--- src/rtl/mem_stage.sv ---
// rtl/mem_stage.sv - pipeline memory stage: ALU pass-through, word load/store with req/gnt/rvalid handshake
//
// Optional feature macro: MEM_STAGE_ALIGN_CHK_EN (misaligned LDW/STW are trapped instead of issued).
//
// Ports:
//   clk_i, rst_ni            clock, asynchronous active-low reset
//   ex_valid_i .. ex_dest_i  executed instruction from the execute stage
//   mem_stall_o              execute stage must hold while an access is outstanding
//   dmem_req_o .. dmem_wdata_o  data-memory request (registered)
//   dmem_gnt_i, dmem_rvalid_i, dmem_rdata_i  data-memory responses
//   wb_valid_o .. wb_data_o  registered writeback to the register file
//   mem_misalign_o           one-cycle misaligned-access pulse
module mem_stage #(
    parameter int DATA_W = 32,
    parameter int ADDR_W = 32
) (
    input  logic              clk_i,
    input  logic              rst_ni,
    input  logic              ex_valid_i,
    input  logic [5:0]        ex_op_i,
    input  logic [DATA_W-1:0] ex_rd_i,
    input  logic [ADDR_W-1:0] ex_addr_i,
    input  logic [DATA_W-1:0] ex_wdata_i,
    input  logic [4:0]        ex_dest_i,
    output logic              mem_stall_o,
    output logic              dmem_req_o,
    output logic              dmem_we_o,
    output logic [ADDR_W-1:0] dmem_addr_o,
    output logic [DATA_W-1:0] dmem_wdata_o,
    input  logic              dmem_gnt_i,
    input  logic              dmem_rvalid_i,
    input  logic [DATA_W-1:0] dmem_rdata_i,
    output logic              wb_valid_o,
    output logic              wb_we_o,
    output logic [4:0]        wb_dest_o,
    output logic [DATA_W-1:0] wb_data_o,
    output logic              mem_misalign_o
);

    typedef enum logic [1:0] {S_IDLE, S_REQ, S_WAIT_RD} state_e;

    localparam logic [5:0] OP_ALU_MAX = 6'b001011;
    localparam logic [5:0] OP_LDW     = 6'b001100;
    localparam logic [5:0] OP_STW     = 6'b001101;

    state_e            state_q, state_d;
    logic              dmem_req_q, dmem_req_d;
    logic              dmem_we_q, dmem_we_d;
    logic [ADDR_W-1:0] dmem_addr_q, dmem_addr_d;
    logic [DATA_W-1:0] dmem_wdata_q, dmem_wdata_d;
    logic [4:0]        dest_q, dest_d;
    logic              wb_valid_q, wb_valid_d;
    logic              wb_we_q, wb_we_d;
    logic [4:0]        wb_dest_q, wb_dest_d;
    logic [DATA_W-1:0] wb_data_q, wb_data_d;
    logic              misalign_q, misalign_d;

    logic accept;
    logic is_mem;
    logic misalign_req;

    assign accept = ex_valid_i && (state_q == S_IDLE);
    assign is_mem = (ex_op_i == OP_LDW) || (ex_op_i == OP_STW);

`ifdef MEM_STAGE_ALIGN_CHK_EN
    assign misalign_req = |ex_addr_i[1:0];
`else
    // Low address bits are simply dropped when alignment checking is off.
    logic unused_addr_lo;
    assign unused_addr_lo = ^ex_addr_i[1:0];
    assign misalign_req   = 1'b0;
`endif

    // State register
    always_ff @(posedge clk_i or negedge rst_ni) begin
        if (!rst_ni) begin
            state_q <= S_IDLE;
        end else begin
            state_q <= state_d;
        end
    end

    // Next-state logic
    always_comb begin
        state_d = state_q;
        case (state_q)
            S_IDLE:    if (accept && is_mem && !misalign_req) state_d = S_REQ;
            S_REQ:     if (dmem_gnt_i) state_d = dmem_we_q ? S_IDLE : S_WAIT_RD;
            S_WAIT_RD: if (dmem_rvalid_i) state_d = S_IDLE;
            default:   state_d = S_IDLE;
        endcase
    end

    // Output logic: next values of the registered dmem_* / wb_* outputs
    always_comb begin
        dmem_req_d   = (state_d == S_REQ);
        dmem_we_d    = dmem_we_q;
        dmem_addr_d  = dmem_addr_q;
        dmem_wdata_d = dmem_wdata_q;
        dest_d       = dest_q;
        wb_valid_d   = 1'b0;
        wb_we_d      = 1'b0;
        wb_dest_d    = wb_dest_q;
        wb_data_d    = wb_data_q;
        misalign_d   = 1'b0;
        case (state_q)
            S_IDLE: begin
                if (accept) begin
                    if (is_mem && !misalign_req) begin
                        dmem_we_d    = (ex_op_i == OP_STW);
                        dmem_addr_d  = {ex_addr_i[ADDR_W-1:2], 2'b00};
                        dmem_wdata_d = ex_wdata_i;
                        dest_d       = ex_dest_i;
                    end else begin
                        // ALU ops, non-writeback ops and trapped misaligned accesses retire here.
                        wb_valid_d = 1'b1;
                        wb_dest_d  = ex_dest_i;
                        misalign_d = is_mem;
                        if (ex_op_i <= OP_ALU_MAX) begin
                            wb_we_d   = 1'b1;
                            wb_data_d = ex_rd_i;
                        end else begin
                            wb_data_d = '0;
                        end
                    end
                end
            end
            S_REQ: begin
                if (dmem_gnt_i && dmem_we_q) begin
                    wb_valid_d = 1'b1;
                    wb_dest_d  = dest_q;
                    wb_data_d  = '0;
                end
            end
            S_WAIT_RD: begin
                if (dmem_rvalid_i) begin
                    wb_valid_d = 1'b1;
                    wb_we_d    = 1'b1;
                    wb_dest_d  = dest_q;
                    wb_data_d  = dmem_rdata_i;
                end
            end
            default: ;
        endcase
    end

    // Datapath / output registers
    always_ff @(posedge clk_i or negedge rst_ni) begin
        if (!rst_ni) begin
            dmem_req_q   <= 1'b0;
            dmem_we_q    <= 1'b0;
            dmem_addr_q  <= '0;
            dmem_wdata_q <= '0;
            dest_q       <= '0;
            wb_valid_q   <= 1'b0;
            wb_we_q      <= 1'b0;
            wb_dest_q    <= '0;
            wb_data_q    <= '0;
            misalign_q   <= 1'b0;
        end else begin
            dmem_req_q   <= dmem_req_d;
            dmem_we_q    <= dmem_we_d;
            dmem_addr_q  <= dmem_addr_d;
            dmem_wdata_q <= dmem_wdata_d;
            dest_q       <= dest_d;
            wb_valid_q   <= wb_valid_d;
            wb_we_q      <= wb_we_d;
            wb_dest_q    <= wb_dest_d;
            wb_data_q    <= wb_data_d;
            misalign_q   <= misalign_d;
        end
    end

    assign mem_stall_o    = (state_q != S_IDLE);
    assign dmem_req_o     = dmem_req_q;
    assign dmem_we_o      = dmem_we_q;
    assign dmem_addr_o    = dmem_addr_q;
    assign dmem_wdata_o   = dmem_wdata_q;
    assign wb_valid_o     = wb_valid_q;
    assign wb_we_o        = wb_we_q;
    assign wb_dest_o      = wb_dest_q;
    assign wb_data_o      = wb_data_q;
    assign mem_misalign_o = misalign_q;

endmodule
--- config.mk ---
export PLATFORM = sky130hd
export DESIGN_NAME = mem_stage
export DESIGN_NICKNAME = d
export VERILOG_FILES = /design/src/rtl/mem_stage.sv
export SDC_FILE = /design/constraint.sdc
export NUM_CORES = 1
export LEC_CHECK = 0
export CAP_MARGIN = 15
export CORE_MARGIN = 4
export CORE_UTILIZATION = 40
export DETAILED_ROUTE_END_ITERATION = 12
export GPL_ROUTABILITY_DRIVEN = 0
export HOLD_SLACK_MARGIN = 0.03
export MAX_ROUTING_LAYER = met4
export PLACE_DENSITY = 0.82
export SETUP_SLACK_MARGIN = 0.5
export SLEW_MARGIN = 20
export SYNTH_ARGS = -nofsm -noshare
export SYNTH_HDL_FRONTEND = slang
export SYNTH_SLANG_ARGS = --single-unit
export TNS_END_PERCENT = 50
--- constraint.sdc ---
create_clock -name clk_i -period 2.5 [get_ports clk_i]
set_input_delay 0.5 -clock clk_i [delete_from_list [all_inputs] [get_ports clk_i]]
set_output_delay 0.5 -clock clk_i [all_outputs]
set_load 0.01 [all_outputs]
==> flow_results.org, run 1 <==
** Clock network
- Root Buffer :: sky130_fd_sc_hd__clkbuf_16
- The H-tree generated during clock tree synthesis spans 3 levels.
- Number of clock sinks :: 110
- Clock tree from TritonCTS :: built
- After clock tree synthesis, the clock-pin slew on the worst setup and hold paths is 0.07 ns.
- The longest clock path from root to sink contains 2 buffers.
- CTS buffer count :: 9
- Clock latency reported for the late side of the worst-skew pair :: approximately 0.33 ns

** Synth
- Summing every instance area after synthesis gives 0.00473 sq mm.
- Averaged over all synthesized cells, the footprint is approximately 15 sq um.
- The number of different library cells used by synthesis comes to 30.
- Post-Synthesis Cells :: 315
- Leading area contributor after synthesis :: sky130_fd_sc_hd__dfrtp_1
- For this run, the number of Yosys warnings is 0.
- Register area share after synthesis :: 0.582
- Synthesis-stage register bit count :: 110
- Leading post-synthesis cells by cell area :: sky130_fd_sc_hd__dfrtp_1, sky130_fd_sc_hd__mux2_2, sky130_fd_sc_hd__a22o_1, sky130_fd_sc_hd__mux2_4, sky130_fd_sc_hd__buf_4
- The share of synthesized area in the top cell type comes to 0.582.

** Worst setup path
- Along the worst path, the maximum fanout reaches 9.
- The worst setup path is captured at an output port.
- The critical path goes through inv_1 -> ha_4 -> inv_1 -> dlygate4sd2_1.
- The worst register-to-register path begins at state_q[0].
- Data arrival time at the worst-slack endpoint :: 1.44 ns
- The largest single stage delay on the critical path is 0.39 ns.
- Depth of the worst register-to-register path :: 6
- Data required time at the worst endpoint :: 2.00 ns
- Among the stages of the critical path, the cell type that occurs most often is sky130_fd_sc_hd__inv_1.
- Cell with the biggest individual delay on the critical path :: sky130_fd_sc_hd__dfrtp_1
- CP Launch Type :: register
- Worst R2R Setup Slack :: 0.60 ns
- The worst setup path is of the reg -> out kind.
- Reg2reg end :: dmem_addr_o[25]

** Placed design
- Area of placed instances :: 0.00730 sq mm
- Buffers placed on the I/O ports in this run total approximately 250.
- Once detailed placement completed, the half-perimeter wirelength came to 9.75 mm.

** Global routing
- Global-route usage over all layers :: 0.185
- The first global-routing pass estimated just under 20 mm of wire.
- Via count of the first global-routing pass :: roughly 3,800
- In this run the most used layer during global routing was met2.
- Entering global routing, the biggest net connects 67 pins.
- Antenna violations before repair :: 0
- For this run, global-route usage on met1 was measured as 0.219.
- Global Route met2 Usage :: 0.316
- Grt met3 use :: 0.0409
- Summed over all layers, the global routing overflow is 0.

** Power
- The analysis attributes to cell leakage a power of 3.37 nW.
- The share of total power dissipated in the clock network is 0.194.
- Relative contribution of sequential cells to total power :: 0.361
- Power per cell area :: 978 mW/mm^2
- Of the total power, combinational logic draws 0.445.
- Peak supply drop :: between 600 and 700 uV
- Of the total power, the share spent switching nets is 0.298.
- Net switching component of the power :: 2.23 mW
- Internal power comes to 5.24 mW.

** Final layout
- Most frequent cells in the layout :: sky130_fd_sc_hd__clkdlybuf4s50_1, sky130_fd_sc_hd__dfrtp_1, sky130_fd_sc_hd__mux2_2
- Final instance area :: 0.00764 sq mm
- From synthesis to final layout, the design area changed by 61.7%.
- After filler insertion, the fill cell instance count of the layout stands at 877.
- Most common library cell in the layout ignoring fill and taps :: sky130_fd_sc_hd__clkdlybuf4s50_1
- Net count of the finished layout :: ~700
- Of the cells placed in the final design, the portion with a size suffix greater than 1 is 0.250.

** Route
- The count of nets left with antenna violations once routing finished came out at 0.
- In the routed layout, each cell is associated on average with a via count of 4.99.
- Summed over all layers, the routed wires come to 12.5 mm.
- The detailed router finished its first iteration with 89 violations.
- Dividing the detail-routed wire length by the instance count gives 17.7 um.
- The first detailed-routing pass ran for 4 iterations.
- Via count :: 3,535
- Post-route DRC violation count :: 0

** Timing
- The smallest clock period supported by the final layout is computed as 1.94 ns.
- Of the available clock period, the critical path in the final layout requires 0.775.
- Total Neg Setup Slack :: 0 ns
- Final count of hold timing violations :: 0
- Setup violations remaining at the end of the flow were counted as 0.
- The final number of max-transition violations was 0.
- Worst-case clock skew :: 0.00581 ns
- Setup repair after global routing could not meet its margin everywhere.
- Maximum frequency from static timing analysis :: roughly 0.52 GHz

** Die
- In this run the count of I/O pins placed on the die edge is between 200 and 300.
- The floorplan step set the die width to around 120 um.
- The die is 117 um tall.
- After floorplanning, the core was divided into 39 placement rows.
- The initial utilization of the core area, before any placement, comes to 0.412.
- The core region is 0.0115 sq mm.
- The die covers 0.0136 sq mm.

** Job
- The tool flagged a number of max-cap violations equal to 0.

** Run status
- Run status :: finished clean

** Hold path
- The tightest min-delay check is of the in -> async type.
[Yosys cell counts]
library cell               number
sky130_fd_sc_hd__a211o_1        2
sky130_fd_sc_hd__a21oi_1        3
sky130_fd_sc_hd__a22o_1        32
sky130_fd_sc_hd__a22oi_1        1
sky130_fd_sc_hd__a31oi_1        2
sky130_fd_sc_hd__and2_1         2
sky130_fd_sc_hd__and3b_1        1
sky130_fd_sc_hd__buf_2          5
sky130_fd_sc_hd__buf_4         10
sky130_fd_sc_hd__buf_6          3
sky130_fd_sc_hd__clkbuf_1       4
sky130_fd_sc_hd__conb_1         1
sky130_fd_sc_hd__dfrtp_1      110
sky130_fd_sc_hd__ha_1           4
sky130_fd_sc_hd__inv_1          5
sky130_fd_sc_hd__mux2_1         1
sky130_fd_sc_hd__mux2_2        98
sky130_fd_sc_hd__mux2_4        10
sky130_fd_sc_hd__mux2i_1        1
sky130_fd_sc_hd__nand2_1        6
sky130_fd_sc_hd__nand2_2        1
sky130_fd_sc_hd__nand3_1        3
sky130_fd_sc_hd__nand4_1        1
sky130_fd_sc_hd__nor2_1         3
sky130_fd_sc_hd__nor2b_1        1
sky130_fd_sc_hd__nor3_4         1
sky130_fd_sc_hd__nor3b_1        1
sky130_fd_sc_hd__o211ai_4       1
sky130_fd_sc_hd__o21ai_0        1
sky130_fd_sc_hd__o21ai_1        1
[how the worst max path moves through the flow]
stage | cells after the start | start | to | slack (ns)
floorplan | 8 | state_q[1] | wb_data_o[0] | 0.61
global placement | 5 | ex_op_i[5] | dmem_addr_o[14] | 0.26
detailed placement | 5 | ex_op_i[5] | dmem_addr_o[21] | 0.23
CTS | 4 | state_q[1] | mem_stall_o | 0.56
global route | 4 | state_q[0] | mem_stall_o | 0.47
finish | 4 | state_q[0] | mem_stall_o | 0.56
[layer usage]
layer	vias to the layer above	part of all wire
li1	1634	-
met1	1713	0.38
met2	173	0.51
met3	15	0.095
met4	0	0.014
met5	-	0
[sequential cells by signal, indices dropped and copies added, names as in the netlist]
signal	count
dmem_addr_o	30
state_q	2
dest_q	5
dmem_wdata_o	32
dmem_req_o	1
dmem_we_o	1
wb_dest_o	5
wb_we_o	1
wb_data_o	32
wb_valid_o	1
[timing repair]
action | CTS | global route
hold endpoints to repair | 0 | 0
hold buffers | 0 | 0
resized for setup | 3 | 3
setup endpoints to repair | 90 | 38
buffers inserted | 2 | 0
[per-stage QoR]
stage / hold slack [ns] / util / worst slack, ns / cells / total power [mW]
floorplan: 0.204 / - / 0.608 / 317 / 4.32
global placement: 0.411 / 0.637 / 0.261 / 689 / 5.93
detailed placement: 0.420 / 0.637 / 0.231 / 689 / 6.05
CTS: 0.0552 / 0.665 / 0.559 / 707 / 7.57
global route: 0.0640 / 0.666 / 0.471 / 707 / 7.91
finish: 0.0529 / 0.666 / 0.562 / 708 / 7.47
[power groups by stage]
stage | logic (mW) | clock network, mW | registers, mW
4_1_cts | 3.37 | 1.49 | 2.71
2_1_floorplan | 1.34 | 0 | 2.98
3_3_place_gp | 3.24 | 0 | 2.70
6_report | 3.33 | 1.45 | 2.70
5_1_grt | 3.55 | 1.58 | 2.78
3_5_place_dp | 3.31 | 0 | 2.75
[worst max-delay path: cells and delay by family, from the launching register on]
family | cells | cell delay [ns]
buffers and inverters | 3 | 0.52
flip-flops | 1 | 0.39
adder cells (fa/ha/maj) | 1 | 0.20
[area by class of cell]
| class | instances | area [sq um] | area share |
|---|---|---|---|
| Antenna cell | 1 | 2.50 | 0.000328 |
| Clock buffer | 10 | 229 | 0.0300 |
| Multi-Input combinational cell | 180 | 1840 | 0.240 |
| Sequential cell | 110 | 2750 | 0.360 |
| Timing Repair Buffer | 253 | 2550 | 0.333 |
| Tap cell | 143 | 179 | 0.0234 |
| Clock inverter | 6 | 76.3 | 0.00999 |
| Inverter | 5 | 18.8 | 0.00246 |
[logic make-up after synthesis]
logic type | Yosys count | share of synthesized area
adder cells (fa/ha/maj) | 4 | 0.0106
flip-flops | 110 | 0.582
multiplexers | 110 | 0.270
AND/OR/NAND/NOR | 20 | 0.0238
other | 1 | 0.000794
buffers and inverters | 27 | 0.0355
AO/OA/AOI/OAI | 43 | 0.0770
Note: power is estimated with default switching activity, not from simulation.
==> inputs of run 2 (changes only) <==
Settings changed: CORE_UTILIZATION 40 to 36, PLACE_DENSITY 0.82 to 0.78.
Clock period 2.5 ns to 1.6 ns, I/O delays scaled along.
==> run 2 against run 1 <==
Effect of this change:
- core utilization down 3.4 points
- the flow now finishes with violations (negative setup slack)
- clock power is 62% higher
- critical path depth up 4
- register-to-register slack got worse by 0.82 ns
- setup slack lost 0.78 ns
- count of clock-buffer cells in the layout unchanged
- critical endpoint is now wb_data_o[25]
- design area up 5.2%
- global-route usage is 0.075 points lower
- via count grew 5.3%
- sequential share of layout area is 1.8 points lower
==> flow_results.org, run 2 (synthesized netlist as in run 1, its figures left out) <==
** Die
- The die covers 0.0150 sq mm.
- For this design the top-level I/O count stands at between 200 and 300.
- The floorplan step defined a core boundary enclosing around 0.013 sq mm.
- Die Wd :: ~120 um
- For this configuration, the core starts out at a cell density of 0.371.
- The die is between 100 and 150 um tall.
- Row generation in the floorplan step produced 41 rows.

** Timing
- In this run the tightest slew margin relative to its limit is 0.607.
- The final number of max-transition violations came to 0.
- Setup violations remaining at the end of the flow were counted as ~100.
- Across all setup checks in the final design, the least slack found is -0.218 ns.
- Transition time of the tightest slew-check pin :: a little under 0.6 ns
- Time the final worst path needs with I/O delays and setup :: ~1.8 ns
- Tcrit/Tclk final :: 1.14
- Worst-case clock skew :: 0.00338 ns
- Maximum frequency from static timing analysis :: 0.550 GHz
- Unrepaired setup endpoints after global routing :: yes
- The count of endpoints failing hold in the final timing report is 0.

** Final layout
- In the final design database the tool counted 743 nets.
- Layout area overhead :: 70.1%
- Leaving out fill and tap cells, the most frequent cell in the layout is sky130_fd_sc_hd__clkdlybuf4s50_1.
- In the final layout, the multi-input gates occupy 0.00201 sq mm.
- Summing all flip-flop and latch instances after layout gives ~0.0028 sq mm.
- Fill count :: around 1,000
- Most frequent cells in the layout :: sky130_fd_sc_hd__clkdlybuf4s50_1, sky130_fd_sc_hd__dfrtp_1, sky130_fd_sc_hd__mux2_2
- Fraction of layout cells with a size suffix above 1 :: 0.473
- # diodes :: 0

** Power
- Total power consumption of the routed design :: 12.6 mW
- Clock power frac :: 0.186
- For this design the total switching power over the nets is 3.86 mW.
- Relative contribution of sequential cells to total power :: 0.341
- Peak supply drop :: 737 uV
- Sw frac :: 0.306
- Power spread over the standard cell area amounts to around 1600 mW/mm^2.
- Internal Pwr Total :: 8.75 mW
- The share of total power dissipated in combinational logic is 0.472.
- Leakage Power :: 3.86 nW

** Clock network
- The root buffer cell chosen for the clock tree is sky130_fd_sc_hd__clkbuf_16.
- TritonCTS built the clock tree.
- Clock tree synthesis found a total of 110 sinks.
- After clock tree synthesis, the clock-pin slew on the worst setup and hold paths is 0.07 ns.
- TritonCTS created 9 clock buffers.
- CTS built an H-tree with a depth of 3.
- The clock passes through at most 2 buffers.
- For the worst-skew pair, the clock arrives at the later sink with an insertion delay of between 0.3 and 0.4 ns.
- Number of buffers inserted by hold repair at cts :: 0

** Route
- Dividing the detail-routed via count by the number of cells gives about 4.8.
- Dividing the detail-routed wire length by the instance count gives 18.9 um.
- Initial drt markers :: 125
- The first TritonRoute pass finished after 4 iterations.
- The count of nets left with antenna violations once routing finished came out at 0.
- After detailed routing, the total wire length is 14.5 mm.
- After detailed routing, the number of remaining DRC violations is 0.
- Summing over every cut layer, the via total after detailed routing is 3,724.

** Worst setup path
- The cell family contributing the most delay on the critical path is flip-flops.
- Worst R2R Setup Slack :: -0.22 ns
- Type of element capturing the critical path :: register
- Cell with the biggest individual delay on the critical path :: sky130_fd_sc_hd__dfrtp_2
- Data required time at the worst endpoint :: approximately 1.8 ns
- In this run the worst path has a maximum fanout of 10.
- On the worst path, the slowest cell contributes a delay of between 0.4 and 0.5 ns.
- The critical path contains buffers and inverters numbering 3 combined.
- STA classifies the critical path startpoint as a register.
- Crit path kind :: reg -> reg
- Data arrival time at the worst-slack endpoint :: 2.05 ns
- CP cell instances :: inv_2 -> ha_2 -> nor2b_4 -> a21oi_4 -> o211ai_4 -> buf_6 -> buf_12 -> mux2_2

** Hold path
- In this run the worst hold path is classified as in -> async.

** Global routing
- The total overflow left after global routing is 0.
- The number of antenna violations at the first check in global routing came to 0.
- The number of global-route vias before repair came to around 4,000.
- The first global-routing pass estimated 20.7 mm of wire.
- Entering global routing, the biggest net connects ~110 pins.
- Global-route usage over all layers :: 0.184

** Placed design
- The HPWL after detailed placement is 10.2 mm.
- Before CTS, the worst setup slack after placement is -0.484 ns.
- Count of input and output buffers :: 245

** Run status
- The run finished, with violations left.
- Violations in the final reports :: negative setup slack

** Job
- Max-cap violation count :: 0
-- run 2: cell count changes in the layout (fill, tap and decap cells not counted), sizes merged, moves of 3 or more --
cell,delta
buf,+127
clkdlybuf4s50,-98
clkbuf,+7
inv,-3
-- run 2: path summary, 6_finish.rpt --
check / startpoint / to / cells after the start
setup / recovery: state_q[0] / wb_data_o[25] / 8
hold / removal: rst_ni / dmem_addr_o[14] / 2
setup reg to reg: state_q[0] / wb_data_o[25] / 8
hold reg to reg: wb_data_o[26] / wb_data_o[26] / 1
max in group asynchronous: rst_ni / state_q[0] / 2
min in group clk_i: wb_data_o[26] / wb_data_o[26] / 1
-- run 2: layer usage --
metal / GRT usage / routed length (um) / part of all wire / vias up
li1: - / - / - / 1697
met1: 0.206 / 5780 / 0.40 / 1857
met2: 0.315 / 7400 / 0.51 / 160
met3: 0.0719 / 1250 / 0.086 / 10
met4: 0.0357 / 114 / 0.0078 / 0
met5: - / 0 / 0 / -
-- run 2: cell type report --
class | instances | share of cell area
inverters | 5 | 0.00265
multi-input cells | 180 | 0.250
flip-flops and latches | 110 | 0.343
clock inverters | 4 | 0.00903
repair buffers | 289 | 0.339
well taps | 172 | 0.0268
clock buffers | 10 | 0.0297
-- run 2: what timing repair did --
item                                   CTS  global route
gates cloned                             2             4
buffers inserted                         7             5
gates resized for setup                 37           340
endpoints found under the hold margin    0             0
setup endpoints to repair              214           214
pin swaps                                2             1
-- run 2: metrics by stage --
step	utilization	setup TNS, ns	hold WS, ns	std cells	area (sq um)
6_report	0.632	-17.29	0.0534	770	8040
5_1_grt	0.632	-23.99	0.0960	770	8040
4_1_cts	0.635	-15.67	0.0707	761	8080
3_5_place_dp	0.600	-43.73	0.450	738	7640
3_3_place_gp	0.600	-42.01	0.436	738	7640
2_1_floorplan	-	-15.52	0.0244	317	4910
-- run 2: power by group through the flow --
stage                     combinational (mW)  sequential (mW)  clock, mW
final                                   5.96             4.31       2.35
after global routing                    6.30             4.43       2.54
after CTS                               6.00             4.25       2.43
after detailed placement                5.56             4.29          0
after global placement                  5.45             4.23          0
after floorplan                         2.31             4.66          0
==> inputs of run 3 (changes only) <==
Settings changed: GPL_TIMING_DRIVEN from default to 1.
==> results of run 3 <==
The final DEF is identical to that of run 2; final timing and power are the same.
==> patch 1: new RTL, config.mk and constraints of run 2 <==
Make the reset (`rst_ni`) synchronous in 2 clocked blocks. Comments in the files are not updated.
--- a/src/rtl/mem_stage.sv
+++ b/src/rtl/mem_stage.sv
@@ -72,7 +72,7 @@
 `endif
 
     // State register
-    always_ff @(posedge clk_i or negedge rst_ni) begin
+    always_ff @(posedge clk_i) begin
         if (!rst_ni) begin
             state_q <= S_IDLE;
         end else begin
@@ -145,7 +145,7 @@
     end
 
     // Datapath / output registers
-    always_ff @(posedge clk_i or negedge rst_ni) begin
+    always_ff @(posedge clk_i) begin
         if (!rst_ni) begin
             dmem_req_q   <= 1'b0;
             dmem_we_q    <= 1'b0;
Behaviour: differs if rst_ni is asserted again (counterexample within 4 cycles, from zero or initial values and one cycle with rst_ni low); with rst_ni held inactive, the same outputs for 4 cycles.
==> patch 1 against run 2 <==
- the run still ends with negative setup slack left
- routed wire length increased by 17%
- non-clock buffer count up 11
- largest cell class is now non-clock buffers
- worst setup slack improved by 21 ps
- utilization rose by 1.6 points
- worst hold slack improved by 280 ps
- critical endpoint is now wb_data_o[31]
- fmax rose by 1.2%
- synthesized cell count grew 64%
- final area grew 1.8%
- sequential cell count stayed put
- area after synthesis down 2.1%
Power is not compared: it rests on default switching activity, and its combinational part moved more than twofold at a synthesized area within 25%.
==> patch 1: results (changes against run 2) <==
Route
  – Met3 WL: 1360 um (+9.4%)
  – M1 wire length: 6600 um (+14%)
  – Routed vias: 4861 (+31%)
  – Drt initial violations: 343 (+170%)
  – DR WL/cell: 17.6 um (-6.5%)
  – DR WL met2: 8640 um (+17%)

Outcome
  – Failing checks: negative setup slack
  – Status: finished with violations

Critical path
  – Worst Path Arrival: 2030 ps (-20 ps)
  – CP Max Fanout: 14 (+4)
  – Slowest cell on the critical path: dfxtp_4
  – Delay-heaviest family, CP: compound AO/OA/AOI/OAI gates
  – Max incr delay on CP: 360 ps (-80 ps)

Global routing
  – All-Layer GR Usage: 21.3% (+2.9 points)
  – First-pass GRT wire length: 24500 um (+18%)
  – Vias in the first global route: 4883 (+22%)
  – Pin count of the biggest net entering global routing: 56 (-50%)
  – Met1 Use GR: 24.3% (+3.7 points)
  – Met2 Use GR: 36.4% (+4.9 points)
  – Initial antenna violation count: 0 (unchanged)
  – Met3 Use GR: 5.55% (-1.6 points)

Logic synthesis
  – Largest cells by area after synthesis: dfxtp_1, nand2_1, a21boi_0
  – Synth Instances: 518 (+64%)
  – Most frequent cells after synthesis: nand2_1, dfxtp_1, a21boi_0
  – YS warnings: 0 (unchanged)
  – Post-synth ARST share: 0% (-100 points)
  – Distinct cells, synth: 37 (+23%)
  – Seq/Total Area, Yosys: 47.6% (-11 points)

Finish
  – Fin cells: 960 (+25%)
  – # nets final: 931 (+25%)
  – Ant diodes: 0 (unchanged)
  – Share of cells above drive strength 1: 33.4% (-14 points)
  – FILL cells: 1057 (+6.0%)

Min path
  – HP Class: in -> reg

Timing
  – Final worst setup slack: -197 ps (+20.8 ps)
  – Setup_tns: -14800 ps (+2490 ps)
  – Final setup viols: 108 (+5.9%)
  – Skew final: 4.80 ps (+1.42 ps)

Pwr
  – Leak: 3.46 nW

Placement
  – Dpl cells: 922 (+25%)
  – Hpwl dp: 11400 um (+12%)
  – DP Worst Slack: -582 ps (-98.1 ps)

Clocking
  – Clk buf depth: 2 (unchanged)
  – Clock Latency Late Sink: between 300 and 400 ps
  – Clock transition at the registers of the reported paths: 70 ps (about the same)
[patch 1: cell types whose count changed after synthesis, sizes merged, moves of 3 or more]
cell	run 2	this run
nand2	7	182
dfrtp	110	0
o221a	0	32
a21boi	0	70
nor2	3	0
a22o	32	0
clkbuf	4	29
a22oi	1	32
mux2i	1	5
dfxtp	0	110
mux2	109	5
[patch 1: final timing paths]
check                 start             end  slack (ps)  cells past startpoint
min                  rst_ni      state_q[0]         340                      3
max reg2reg      state_q[0]   wb_data_o[31]        -200                      8
max              state_q[0]   wb_data_o[31]        -200                      8
min reg2reg  dmem_addr_o[3]  dmem_addr_o[3]         450                      2
[patch 1: area by class of cell]
cell class,count,area [um2],share of cell area [%]
Clock buffer,10,239,2.92
Clock inverter,6,118,1.44
Inverter,4,22.5,0.275
Multi-Input combinational cell,358,2500,30.6
Sequential cell,110,2210,27.0
Tap cell,172,215,2.63
Timing Repair Buffer,300,2880,35.2
[patch 1: through the flow]
stage | cell area [um2] | power [mW]
global route | 8180 | 6.74
finish | 8180 | 6.51
global placement | 7610 | 3.89
detailed placement | 7610 | 3.91
CTS | 8200 | 6.57
floorplan | 4930 | 3.28
[patch 1: power breakdown]
part,total (mW),switching [mW],leakage (nW),internal [mW]
Sequential,2.87,0.0518,0.896,2.82
Combinational,1.03,0.390,2.39,0.635
Clock,2.61,1.02,0.171,1.59
Total,6.51,1.47,3.46,5.04
[patch 1: logic make-up after synthesis]
group / synth area share, %
AO/OA/AOI/OAI: 26.7
flip-flops: 47.6
adder cells (fa/ha/maj): 1.08
other: 0.0810
AND/OR/NAND/NOR: 17.2
multiplexers: 2.30
buffers and inverters: 5.08
[patch 1: repair_timing]
item	4_1_cts	5_1_grt
pin swaps	17	5
setup endpoints to repair	214	214
buffers inserted	6	6
cloned	4	6
gates resized for setup	108	284
hold buffers	0	0
==> patch 2: new RTL, config.mk and constraints of run 2 <==
Made on the original files. Build with the macro `MEM_STAGE_ALIGN_CHK_EN` defined.
--- a/src/rtl/mem_stage.sv
+++ b/src/rtl/mem_stage.sv
@@ -10,6 +10,8 @@
 //   dmem_gnt_i, dmem_rvalid_i, dmem_rdata_i  data-memory responses
 //   wb_valid_o .. wb_data_o  registered writeback to the register file
 //   mem_misalign_o           one-cycle misaligned-access pulse
+`define MEM_STAGE_ALIGN_CHK_EN
+
 module mem_stage #(
     parameter int DATA_W = 32,
     parameter int ADDR_W = 32
Formal check against the unedited RTL: not equivalent (a bounded check fails within 4 cycles, from zero or initial values and one cycle with rst_ni low).
==> patch 2 against run 2 <==
- the run still ends with negative setup slack left
- final area rose by 3.1%
- utilization fell by 0.58 points
- sequential power fell by 18%
- critical endpoint is now wb_dest_o[0]
- synthesized cell count rose by 1.9%
- power fell by 31%
- combinational power fell by 50%
- sequential cell count rose by 1
- routed wire length fell by 1.7%
- worst setup slack got worse by 63 ps
- area after synthesis rose by 2.9%
- worst hold slack improved by 340 ps
==> patch 2: results (changes against run 2) <==
Pwr
  – Clk. pwr: 2.22 mW (-6%)
  – Ratio of total power to cell area: 1060 nW/um2 (-33%)
  – Worst IR drop on VDD: 0.520 mV (-29%)
  – Comb pwr: 2.99 mW (-50%)

Placement
  – Port Buf Inserts: 248 (+1.2%)
  – Hpwl dp: 10300 um (+1.4%)

Timing
  – Final worst setup slack: -281 ps (-62.8 ps)
  – Final setup viols: 105 (+2.9%)
  – Skew final: 5.70 ps (+2.32 ps)
  – Setup_tns: -18930 ps (-1640 ps)

Route
  – Drt initial violations: 136 (+8.8%)
  – DR WL met2: 7650 um (+3.4%)
  – Routed vias: 3812 (+2.4%)
  – DR WL/cell: 18.0 um (-4.6%)

Finish
  – FILL cells: 1065 (+6.8%)
  – # nets final: 762 (+2.6%)
  – Share of cells above drive strength 1: 49.0% (+1.7 points)

Critical path
  – Reg2reg end: wb_dest_o[0]
  – CP Max Fanout: 25 (+15)
  – Slowest cell on the critical path: dfrtp_1
  – Critical path startpoint: state_q[1]
  – Worst Path Arrival: 2110 ps (+60 ps)

Global routing
  – Met2 Use GR: 33.2% (+1.7 points)
  – Vias in the first global route: 4305 (+7.9%)
  – All-Layer GR Usage: 18.7% (+0.28 points)
  – Met3 Use GR: 4.04% (-3.2 points)
  – Met1 Use GR: 20.9% (+0.34 points)

Logic synthesis
  – Post-synthesis compound-gate area fraction: 8.44% (+0.73 points)
  – Largest cells by area after synthesis: dfrtp_1, mux2_2, mux2_4
  – Mux cell area share after synthesis: 27.5% (+0.57 points)

Outcome
  – Failing checks: negative setup slack
  – Status: finished with violations
==> patch 2: cell count changes after synthesis, sizes merged, moves of 2 or more <==
| cell | change |
|---|---|
| a2111oi | +2 |
| clkbuf | +2 |
| buf | -3 |
| a21o | +2 |
| nand2 | +3 |
==> patch 2: repair_timing <==
| item | CTS | global route |
|---|---|---|
| gates resized for setup | 473 | 29 |
| endpoints found under the setup margin | 216 | 216 |
| cloned | 8 | 0 |
| buffers inserted | 11 | 3 |
| hold endpoints to repair | 16 | 0 |
| hold buffers | 1 | 0 |
| pin swaps | 5 | 6 |
==> patch 2: through the flow <==
stage	worst slack, ps	cell area, um2	hold slack (ps)
global route	-366	8290	411
finish	-281	8290	395
global placement	-459	7790	221
CTS	-285	8160	389
floorplan	-274	4960	24.4
detailed placement	-517	7790	222
==> patch 2: cell type report <==
class	count	area share, %
repair buffers	302	35.2
flip-flops and latches	111	33.5
multi-input cells	185	24.8
clock buffers	9	2.72
well taps	176	2.66
clock inverters	6	0.860
inverters	5	0.226
